===== config.mk =====
export PLATFORM = sky130hd
export DESIGN_NAME = effect_ctrl
export DESIGN_NICKNAME = d
export VERILOG_FILES = /design/src/rtl/effect_pkg.sv /design/src/rtl/btn_debounce.sv /design/src/rtl/effect_ctrl.sv
export SDC_FILE = /design/constraint.sdc
export NUM_CORES = 1
export LEC_CHECK = 0
export CORE_ASPECT_RATIO = 1.25
export CORE_UTILIZATION = 47
export CTS_BUF_LIST = sky130_fd_sc_hd__clkbuf_8
export DETAILED_ROUTE_END_ITERATION = 7
export PLACE_DENSITY = 0.74
export SLEW_MARGIN = 30
export SYNTH_ARGS = -nofsm -noshare
export SYNTH_HDL_FRONTEND = slang
export SYNTH_SLANG_ARGS = --single-unit

===== constraint.sdc =====
create_clock -name clk -period 2.1 [get_ports clk]
set_clock_uncertainty 0.15 [all_clocks]
set_input_delay 0.315 -clock clk [delete_from_list [all_inputs] [get_ports clk]]
set_output_delay 0.315 -clock clk [all_outputs]
set_load 0.01 [all_outputs]

===== src/rtl/effect_pkg.sv =====
// Shared constants for the effect control stage and the 7-segment effect engines.
package effect_pkg;

  localparam int unsigned CHAR_W = 7;

  localparam logic [2:0] EN_EFFECT1 = 3'b001;
  localparam logic [2:0] EN_EFFECT2 = 3'b010;
  localparam logic [2:0] EN_EFFECT3 = 3'b100;

  localparam logic [1:0] FREQ_05HZ = 2'b00;
  localparam logic [1:0] FREQ_1HZ  = 2'b01;
  localparam logic [1:0] FREQ_2HZ  = 2'b10;
  localparam logic [1:0] FREQ_4HZ  = 2'b11;

  localparam logic [CHAR_W-1:0] BLANK_CHAR_DEF = 7'h20;

  localparam int unsigned DEBOUNCE_CYCLES_DEF = 250_000;
  localparam int unsigned AUTO_PERIOD_DEF     = 250_000_000;

  // Step periods in 25 MHz clk cycles for each speed code.
  localparam int unsigned PERIOD_05HZ = 50_000_000;
  localparam int unsigned PERIOD_1HZ  = 25_000_000;
  localparam int unsigned PERIOD_2HZ  = 12_500_000;
  localparam int unsigned PERIOD_4HZ  = 6_250_000;

  function automatic logic [2:0] rotate_en(input logic [2:0] en);
    return {en[1:0], en[2]};
  endfunction

endpackage


===== src/rtl/btn_debounce.sv =====
// Two-flop synchroniser, stability counter and single-cycle press pulse for one active-low button.
module btn_debounce #(
  parameter int unsigned DEBOUNCE_CYCLES = 250_000
) (
  input  logic clk,
  input  logic rst_n,
  input  logic btn_n,
  output logic pressed
);

  localparam int unsigned CNT_W = $clog2(DEBOUNCE_CYCLES + 1);
  localparam logic [CNT_W-1:0] CNT_LAST = CNT_W'(DEBOUNCE_CYCLES - 1);

  logic             sync1;
  logic             sync2;
  logic             level;
  logic [CNT_W-1:0] cnt;
  logic             accept;

  assign accept = (sync2 != level) && (cnt == CNT_LAST);

  always_ff @(posedge clk or negedge rst_n) begin
    if (!rst_n) begin
      sync1   <= 1'b1;
      sync2   <= 1'b1;
      level   <= 1'b1;
      cnt     <= '0;
      pressed <= 1'b0;
    end else begin
      sync1   <= btn_n;
      sync2   <= sync1;
      // Only an accepted release-to-press transition produces an event.
      pressed <= accept && !sync2;
      if (sync2 == level) begin
        cnt <= '0;
      end else if (accept) begin
        level <= sync2;
        cnt   <= '0;
      end else begin
        cnt <= cnt + 1'b1;
      end
    end
  end

endmodule


===== src/rtl/effect_ctrl.sv =====
// Effect select, speed code and message register feeding the effect engines.
// Optional idle auto-advance of the effect select: EFFECT_AUTO_CYCLE_EN.
module effect_ctrl
  import effect_pkg::*;
#(
  parameter int unsigned        DEBOUNCE_CYCLES = DEBOUNCE_CYCLES_DEF,
  parameter logic [CHAR_W-1:0]  BLANK_CHAR      = BLANK_CHAR_DEF
`ifdef EFFECT_AUTO_CYCLE_EN
  ,
  parameter int unsigned        AUTO_PERIOD     = AUTO_PERIOD_DEF
`endif
) (
  input  logic              clk,
  input  logic              rst_n,
  input  logic              btn_mode,
  input  logic              btn_speed,
  input  logic              char_wr,
  input  logic [CHAR_W-1:0] char_in,
  output logic [2:0]        enable,
  output logic [1:0]        frequency,
  output logic [CHAR_W-1:0] char0,
  output logic [CHAR_W-1:0] char1,
  output logic [CHAR_W-1:0] char2,
  output logic [CHAR_W-1:0] char3,
  output logic [CHAR_W-1:0] char4,
  output logic [CHAR_W-1:0] char5,
  output logic [CHAR_W-1:0] char6
);

  logic mode_ev;
  logic speed_ev;
  logic rotate;
  logic [CHAR_W-1:0] msg [7];

  btn_debounce #(.DEBOUNCE_CYCLES(DEBOUNCE_CYCLES)) u_mode (
    .clk     (clk),
    .rst_n   (rst_n),
    .btn_n   (btn_mode),
    .pressed (mode_ev)
  );

  btn_debounce #(.DEBOUNCE_CYCLES(DEBOUNCE_CYCLES)) u_speed (
    .clk     (clk),
    .rst_n   (rst_n),
    .btn_n   (btn_speed),
    .pressed (speed_ev)
  );

`ifdef EFFECT_AUTO_CYCLE_EN
  localparam logic [27:0] AUTO_LAST = 28'(AUTO_PERIOD - 1);

  logic [27:0] idle_timer;
  logic        auto_hit;

  assign auto_hit = (idle_timer == AUTO_LAST);
  // OR-ing the two causes keeps a coinciding press and expiry to a single rotation.
  assign rotate   = mode_ev || auto_hit;

  always_ff @(posedge clk or negedge rst_n) begin
    if (!rst_n) begin
      idle_timer <= '0;
    end else if (mode_ev || speed_ev || auto_hit) begin
      idle_timer <= '0;
    end else begin
      idle_timer <= idle_timer + 28'd1;
    end
  end
`else
  assign rotate = mode_ev;
`endif

  always_ff @(posedge clk or negedge rst_n) begin
    if (!rst_n) begin
      enable    <= EN_EFFECT1;
      frequency <= FREQ_1HZ;
    end else begin
      if (rotate) begin
        enable <= rotate_en(enable);
      end
      if (speed_ev) begin
        frequency <= frequency + 2'd1;
      end
    end
  end

  // char_wr is a one-cycle strobe with no back-pressure; each asserted cycle shifts in one character.
  always_ff @(posedge clk or negedge rst_n) begin
    if (!rst_n) begin
      for (int k = 0; k < 7; k++) begin
        msg[k] <= BLANK_CHAR;
      end
    end else if (char_wr) begin
      for (int k = 0; k < 6; k++) begin
        msg[k] <= msg[k+1];
      end
      msg[6] <= char_in;
    end
  end

  assign char0 = msg[0];
  assign char1 = msg[1];
  assign char2 = msg[2];
  assign char3 = msg[3];
  assign char4 = msg[4];
  assign char5 = msg[5];
  assign char6 = msg[6];

endmodule


-- Word level (Yosys, flattened, before mapping)
Index checks and enable logic that the tools add are counted.
- add/subtract/negate cells: 3
- $mul: 0
- divide/modulo/power cells: 0
- order comparisons: 0
- equal/unequal tests: 6
- shifts and indexed selects: 0
- mux-type cells: 4
- bitwise gates (word level): 2
- reduce and logical (&&, ||, !) cells: 8
- operator list (cell ; number):
    2-to-1 mux 18 bit ; 4
    adder 18 x 1 -> 18 bit (second input constant) ; 2
    equality test 18 bit (second input constant) ; 2
    logical AND 1 bit ; 4
    AND reduction 2 bit ; 2
    adder 2 x 1 -> 2 bit (second input constant) ; 1
    equality test 1 bit ; 2
    logical NOT 1 bit ; 2
    != test 1 bit ; 2
    inverter 1 bit ; 2
- register bits after elaboration: 98
- latch bits: 0
- memory bits (writable): 0
- memory bits (read-only): 0
- input bits: 12
- word-level logic and storage cells: 42
- memories kept: 0

-- Logic depth before layout (Yosys ltp)
Gate-level depths: netlist of the first run.
- depth in word-level cells: 4
- mapped depth: 6
- mapped depth without buffers: 5

-- Cells and area by module
A second synthesis of the first run with hierarchy kept.
- cell total of the unflattened synthesis: 319
- area total of the unflattened synthesis: 4171.5 sq um
- modules (own cells, without submodules) (module ; times used ; cells each ; area each (sq um) ; sequential area each (sq um)):
    effect_ctrl ; 1 ; 114 ; 2055.7 ; 1362.6
    btn_debounce (u_mode) ; 1 ; 105 ; 1083.5 ; 554.3
    btn_debounce (u_speed) ; 1 ; 100 ; 1032.2 ; 554.3

-- Worst setup path before layout of the first run
No wires, ideal clock.
- path kind: register -> register
- start: reg u_speed.cnt[10]
- end: reg u_speed.level
- library setup time: 0.082 ns
- arrival: 1.759 ns
- data required time: 1.868 ns
- path slack: 0.109 ns
- cell stages (with the launch flop): 4
- path buffers: 0
- clock period less this slack: 1.991 ns
- path through: dfrtp_1 or4_4 or4_4 mux2_4
- word-level cells in the longest chain between the ends: 3
- ends and longest elaborated chain (element ; line ; source):
    start: declaration ; btn_debounce.sv:17 ; logic [CNT_W-1:0] cnt;
    start signal: assignment ; btn_debounce.sv:40 ; cnt <= cnt + 1'b1;
    equality test 18 bit ; btn_debounce.sv:20 ; assign accept = (sync2 != level) && (cnt == CNT_LAST);
    logical AND 1 bit ; btn_debounce.sv:20 ;
    AND reduction 2 bit (no source line) ; -- ;
    end signal: assignment ; btn_debounce.sv:37 ; level <= sync2;
    end: declaration ; btn_debounce.sv:16 ; logic level;
No other way between the ends.
A chain may end at the register's enable or synchronous reset.

-- Final worst setup path of the first run
- start: reg u_speed.cnt[11]
- end: reg u_speed.level
Same word-level chain as after synthesis.

==> results of run 1 <==
[area by class of cell]
class                      count  share of cell area (%)
clock buffer                  10                   2.684
sequential                    98                   48.21
clock inverter                 6                   1.439
multi-input combinational    199                   29.96
tap                           97                   2.366
inverter                       7                  0.5123
timing repair buffer          77                   14.83
[cells in the final DEF, fill, tap and decap left out, drive strengths merged, types with 3 or more instances in the layout]
master         count
nor2              40
dfrtp             83
nand2             11
nor4              11
xnor2             28
mux2              54
nor3               8
xor2               6
clkdlybuf4s50     63
dfstp             15
buf               13
and3               3
or4                3
nand3             11
inv                9
clkbuf            10
nand4             10
[worst max path at each step]
stage,start,to,cells after the start
finish,u_speed.cnt[11],u_speed.level,3
global route,u_speed.cnt[9],u_speed.level,4
CTS,u_speed.cnt[11],u_speed.level,3
detailed placement,u_speed.cnt[11],u_speed.level,3
global placement,u_speed.cnt[11],u_speed.level,3
floorplan,u_speed.cnt[10],u_speed.level,3
[registers in the layout, indices dropped and copies added, names as in the netlist]
signal           flops
u_speed.level        1
u_mode.level         1
frequency            2
enable               3
char5                7
char1                7
u_mode.sync2         1
u_speed.cnt         18
u_mode.sync1         1
char2                7
char3                7
u_mode.pressed       1
u_speed.sync1        1
u_speed.pressed      1
char0                7
char4                7
u_speed.sync2        1
u_mode.cnt          18
char6                7
[power breakdown]
group          switching (mW)  internal [mW]
registers               0.176           2.16
logic                   0.348          0.603
clock network           0.664          0.597
total                    1.19           3.36
[synthesized netlist by cell type]
master	number
and3_2	1
o21ba_2	1
mux2_2	53
buf_1	4
dfrtp_1	83
buf_2	2
nor4_1	11
mux2_4	1
and3_1	2
nand2b_1	1
or4_4	3
nand4_1	9
or3_1	1
and4_1	1
nand3_1	11
nor3b_1	2
ha_1	2
a41o_1	1
a31oi_1	1
a21oi_1	1
xor2_1	6
nand2_1	11
nor3_1	8
inv_1	7
o41ai_4	1
dfstp_2	15
nor2_1	40
nand4_4	1
xnor2_1	28
clkbuf_1	2
nor4b_1	1
o21ai_0	1
[cells by family after synthesis]
kind of cell	count (synthesis)	synth area share, %
multiplexers	54	15.07
AO/OA/AOI/OAI	6	1.572
XOR/XNOR	34	7.334
AND/OR/NAND/NOR	103	13.10
adder cells (fa/ha/maj)	2	0.6162
buffers and inverters	15	1.448
flip-flops	98	60.86
[layer usage]
metal | part of all wire (%) | routed length, µm
met5 | 0 | 0
met3 | 5.7 | 422
met1 | 42 | 3143
met4 | 2.7 | 199
met2 | 49 | 3683
[what timing repair did]
| action | CTS | global route |
|---|---|---|
| setup endpoints to repair | 0 | 3 |
| hold buffers | 1 | 0 |
| endpoints found under the hold margin | 30 | 0 |
| resized for setup | 0 | 2 |
==> impl_metrics.yaml, run 1 <==
worst_setup_path:
  rrSetupSlack_ns: 0.08
  crit_top_cell: "or4_4"
  path_cells: "or4_4 -> or4_4 -> mux2_4"
  r2r_start: "u_speed.cnt[11]"
  crit_path_top_delay_cell: "or4_4"
  r2r_cells: 3
  cp_top_family: "simple AND/OR/NAND/NOR gates"
  setup.worst_path.class: "reg -> reg"
  cp_slowest_stage_delay_ns: 0.55
  critPathBufInv: 0
  cp.required_ns: 2.25
  crit_path_end_kind: "flip-flop"
  crit_arrival_ns: 2.17
  worst_setup_path_start_kind: "flip-flop"
  worstPathMaxFanout: 4
  worstReg2RegEnd: "u_speed.level"
grt:
  overflow: 0
  antenna_found_initial: 0
  grt_util_met2_pct: 28.92
  busiest_layer: "met2"
  grt_max_degree: 50
  grtUsageMet3_pct: 5.357
  grt_pass1_wl_mm: 12.68
  met1_usage_pct: 23.13
  grt_pass1_vias: 2673
  gr-usage-all-layers_pct: 18.39
timing:
  drv_slew: 0
  setup_viol: 0
  fmax_ghz: 0.4942
  hold_slack_ns: 0.2000
  hold_viol: 0
  fin_ws_ns: 0.07652
  rsz0062_at_grt: "no"
  worstMarginPinSlew_ns: 0.4883
  relSlewSlack_pct: 67.45
  timing.final.crit_share_pct: 96.36
  fin_crit_ns: 2.023
  fin_tns_setup_ns: 0
outcome:
  outcome: "finished clean"
worst_hold_path:
  hold_start: "btn_speed"
  worst_hold_path_type: "in -> reg"
  hold-path-endpoint: "u_speed.sync1"
  holdPathStages: 1
clock_tree:
  clock-sinks: 98
  htreeDepth: 3
  postCtsSetupBuffers: 0
  clkLatencyLatePin_ns: 0.36
  cts_root_buffer: "clkbuf_8"
  cts_tree: "done"
  clk_path_buf_depth: 2
  cts_buffers: 9
  clk_pin_slew_ns: 0.10
yosys:
  ys_types: 32
  synth_seq_cells: 98
  synth_top_cell_by_area: "dfrtp_1"
  synth_top_area_share_pct: 51.16
  seq_area_frac_synth_pct: 60.86
  synth_area_leaders: "dfrtp_1 (51%), mux2_2 (15%), dfstp_2 (9.7%)"
  syn-cell-area_mm2: 0.004060
  post_synth.cell_area_avg_um2: 13.01
  yosysWarnings: 0
  syn_inst: 312
  synth_fp_nets: 326
placement:
  portBuffers: 65
  place_area_mm2: 0.004900
  dp_hpwl_mm: 5.199
  globalplace.congestion: 0.8564
  place_inst: 477
  place_ws_ns: 0.09158
layout:
  multiInputGateArea_mm2: 0.001536
  final_nets: 406
  layout-drive-gt1-share_pct: 26.95
  syn_to_final_growth_pct: 26.32
  n_fill_cell: 643
  final_cell_area_mm2: 0.005129
  seq_area_mm2: 0.002472
  finish.utilization_pct: 61.89
  final_cells: 494
  num_antenna_cells: 0
routing:
  wl_mm: 7.450
  antenna_left: 0
  dr_total_vias: 2605
  viasPerCell: 5.273
  drt_pass1_iterations: 4
  drcViolationCount: 0
  first_iter_violations: 137
  wl_per_cell_um: 15.08
die:
  die_area_mm2: 0.009017
  die_height_um: 105.9
  fp.dieW_um: 85.13
  io_pins: 66
  rows: 37
  core-area_mm2: 0.008287
  start_util_pct: 49.00
power_and_ir_drop:
  leakagePower_nw: 2.105
  p_per_area_mw_per_mm2: 886.5
  ir_drop_mv: 0.6731
  power.total_mw: 4.546
flow_run:
  maxCapViolations: 0
(Power assumes the default switching activity.)
==> inputs of run 2 (changes only) <==
Settings changed: CAP_MARGIN from default to 10, CORE_UTILIZATION 47 to 50, PLACE_DENSITY 0.74 to 0.78.
==> run 2 against run 1 <==
Against the previous run:
- sequential share of layout area is essentially flat
- sequential power barely moved
- highest routed layer unchanged
- setup slack improved by 0.0061 ns
- critical endpoint unchanged
- clock power shrank 12%
- largest power group unchanged
- first-iteration DRC count fell by 34%
- global-route usage is 0.67 points higher
- critical path type unchanged
- combinational power up 0.4%
- count of clock-buffer cells in the layout rose by 1
- core utilization is 3.5 points higher
==> impl_metrics.yaml, run 2 (synthesis results as in run 1) <==
clock_tree:
  clock-sinks: 98
  clk_pin_slew_ns: 0.09
  cts_tree: "done"
  cts_root_buffer: "clkbuf_8"
  cts_buffers: 9
  clk_path_buf_depth: 2
  clkLatencyLatePin_ns: 0.36
  htreeDepth: 3
die:
  io_pins: 66
  die_height_um: 102.8
  fp.dieW_um: 82.60
  rows: 36
  die_area_mm2: 0.008487
  core-area_mm2: 0.007838
  start_util_pct: 51.80
routing:
  drt_pass1_iterations: 4
  wl_mm: 7.396
  drcViolationCount: 0
  dr_total_vias: 2615
  antenna_left: 0
  first_iter_violations: 90
  wl_per_cell_um: 14.94
  viasPerCell: 5.283
placement:
  portBuffers: 65
  globalplace.congestion: 0.8539
  place_ws_ns: 0.09644
  dp_hpwl_mm: 5.274
  place_area_mm2: 0.004932
worst_setup_path:
  cp.required_ns: 2.25
  crit_path_end_kind: "flip-flop"
  setup.worst_path.class: "reg -> reg"
  crit_arrival_ns: 2.16
  worst_setup_path_start_kind: "flip-flop"
  worstPathMaxFanout: 4
power_and_ir_drop:
  leakagePower_nw: 2.123
  ir_drop_mv: 0.5812
  p_per_area_mw_per_mm2: 856.5
timing:
  drv_slew: 0
  relSlewSlack_pct: 71.14
  worstMarginPinSlew_ns: 0.4329
  fin_ws_ns: 0.08258
  fin_crit_ns: 2.017
  fmax_ghz: 0.4957
  timing.final.crit_share_pct: 96.07
  hold_viol: 0
  rsz0062_at_grt: "no"
  setup_viol: 0
  fin_tns_setup_ns: 0
grt:
  gr-usage-all-layers_pct: 19.07
  grt_max_degree: 40
  overflow: 0
  grt_pass1_vias: 2545
  antenna_found_initial: 0
  grt_pass1_wl_mm: 11.83
layout:
  multiInputGateArea_mm2: 0.001533
  reg.largest.list: "u_mode.cnt x18, u_speed.cnt x18"
  num_antenna_cells: 0
  finish.utilization_pct: 65.41
  seq_area_mm2: 0.002471
  layout-drive-gt1-share_pct: 26.75
  n_fill_cell: 612
  final_nets: 409
  syn_to_final_growth_pct: 26.26
  final_cell_area_mm2: 0.005126
  layout_commonest_cell: "dfrtp_1"
  layout_common_cells: "dfrtp_1 (83), clkdlybuf4s50_1 (63), mux2_2 (53), nor2_1 (40), xnor2_1 (28)"
outcome:
  outcome: "finished clean"
flow_run:
  maxCapViolations: 0
worst_hold_path:
  worst_hold_path_type: "in -> reg"
run 2: cell count changes in the layout (fill, tap and decap cells not counted), sizes merged:
cell / previous run / this run
inv: 9 / 10
buf: 13 / 16
clkinvlp: 2 / 0
bufinv: 1 / 0
clkbuf: 10 / 11
clkinv: 1 / 2
run 2: path summary, 6_finish.rpt:
path,startpoint,depth (start not counted),to,slack (ns)
worst max-delay path,u_speed.cnt[11],3,u_speed.level,0.08
worst min-delay path,btn_speed,1,u_speed.sync1,0.21
worst max register to register,u_speed.cnt[11],3,u_speed.level,0.08
worst min register to register,u_mode.sync1,0,u_mode.sync2,0.21
max in group asynchronous,rst_n,3,u_mode.sync1,0.88
min in group asynchronous,rst_n,2,char0[3],0.29
run 2: power by group:
| part | switching, mW | internal (mW) | total (mW) |
|---|---|---|---|
| registers | 0.171 | 2.16 | 2.33 |
| clock network | 0.615 | 0.492 | 1.11 |
| logic | 0.345 | 0.609 | 0.955 |
| total | 1.13 | 3.26 | 4.39 |
run 2: metrics by stage:
stage               total power, mW  instances  hold slack, ns
finish                        4.391        495          0.2065
global route                  4.620        495          0.1812
CTS                           4.456        495          0.1870
detailed placement            3.332        478          0.1391
global placement              3.304        478          0.1434
floorplan                     2.707        312         -0.1306
run 2: per-layer routing:
layer	vias up	track usage, %	part of all wire, %
li1	1251	-	-
met1	1302	22.96	44
met2	50	31.21	50
met3	12	5.310	3.9
met4	0	9.549	2.2
met5	-	0	0
run 2: final cells by class:
type | count | share of cell area [%]
sequential | 98 | 48.21
multi-input combinational | 199 | 29.90
timing repair buffer | 80 | 15.52
clock buffer | 11 | 2.953
tap | 95 | 2.319
clock inverter | 5 | 0.5858
inverter | 7 | 0.5126
run 2: worst max-delay path: stages, from the launching register on:
cell and delay [ns]:
dfrtp_1 0.42, or4_4 0.55, or4_4 0.52, mux2_4 0.31
run 2: what timing repair did:
item                                    4_1_cts  5_1_grt
endpoints found under the hold margin        25        0
gates resized for setup                       0        1
hold buffers                                  1        0
setup buffers                                 0        0
endpoints found under the setup margin        0        2
==> inputs of run 3 (changes only) <==
Settings changed: SLEW_MARGIN 30 to default.
==> results of run 3 <==
Final layout, timing and power as in run 2 (identical DEF).
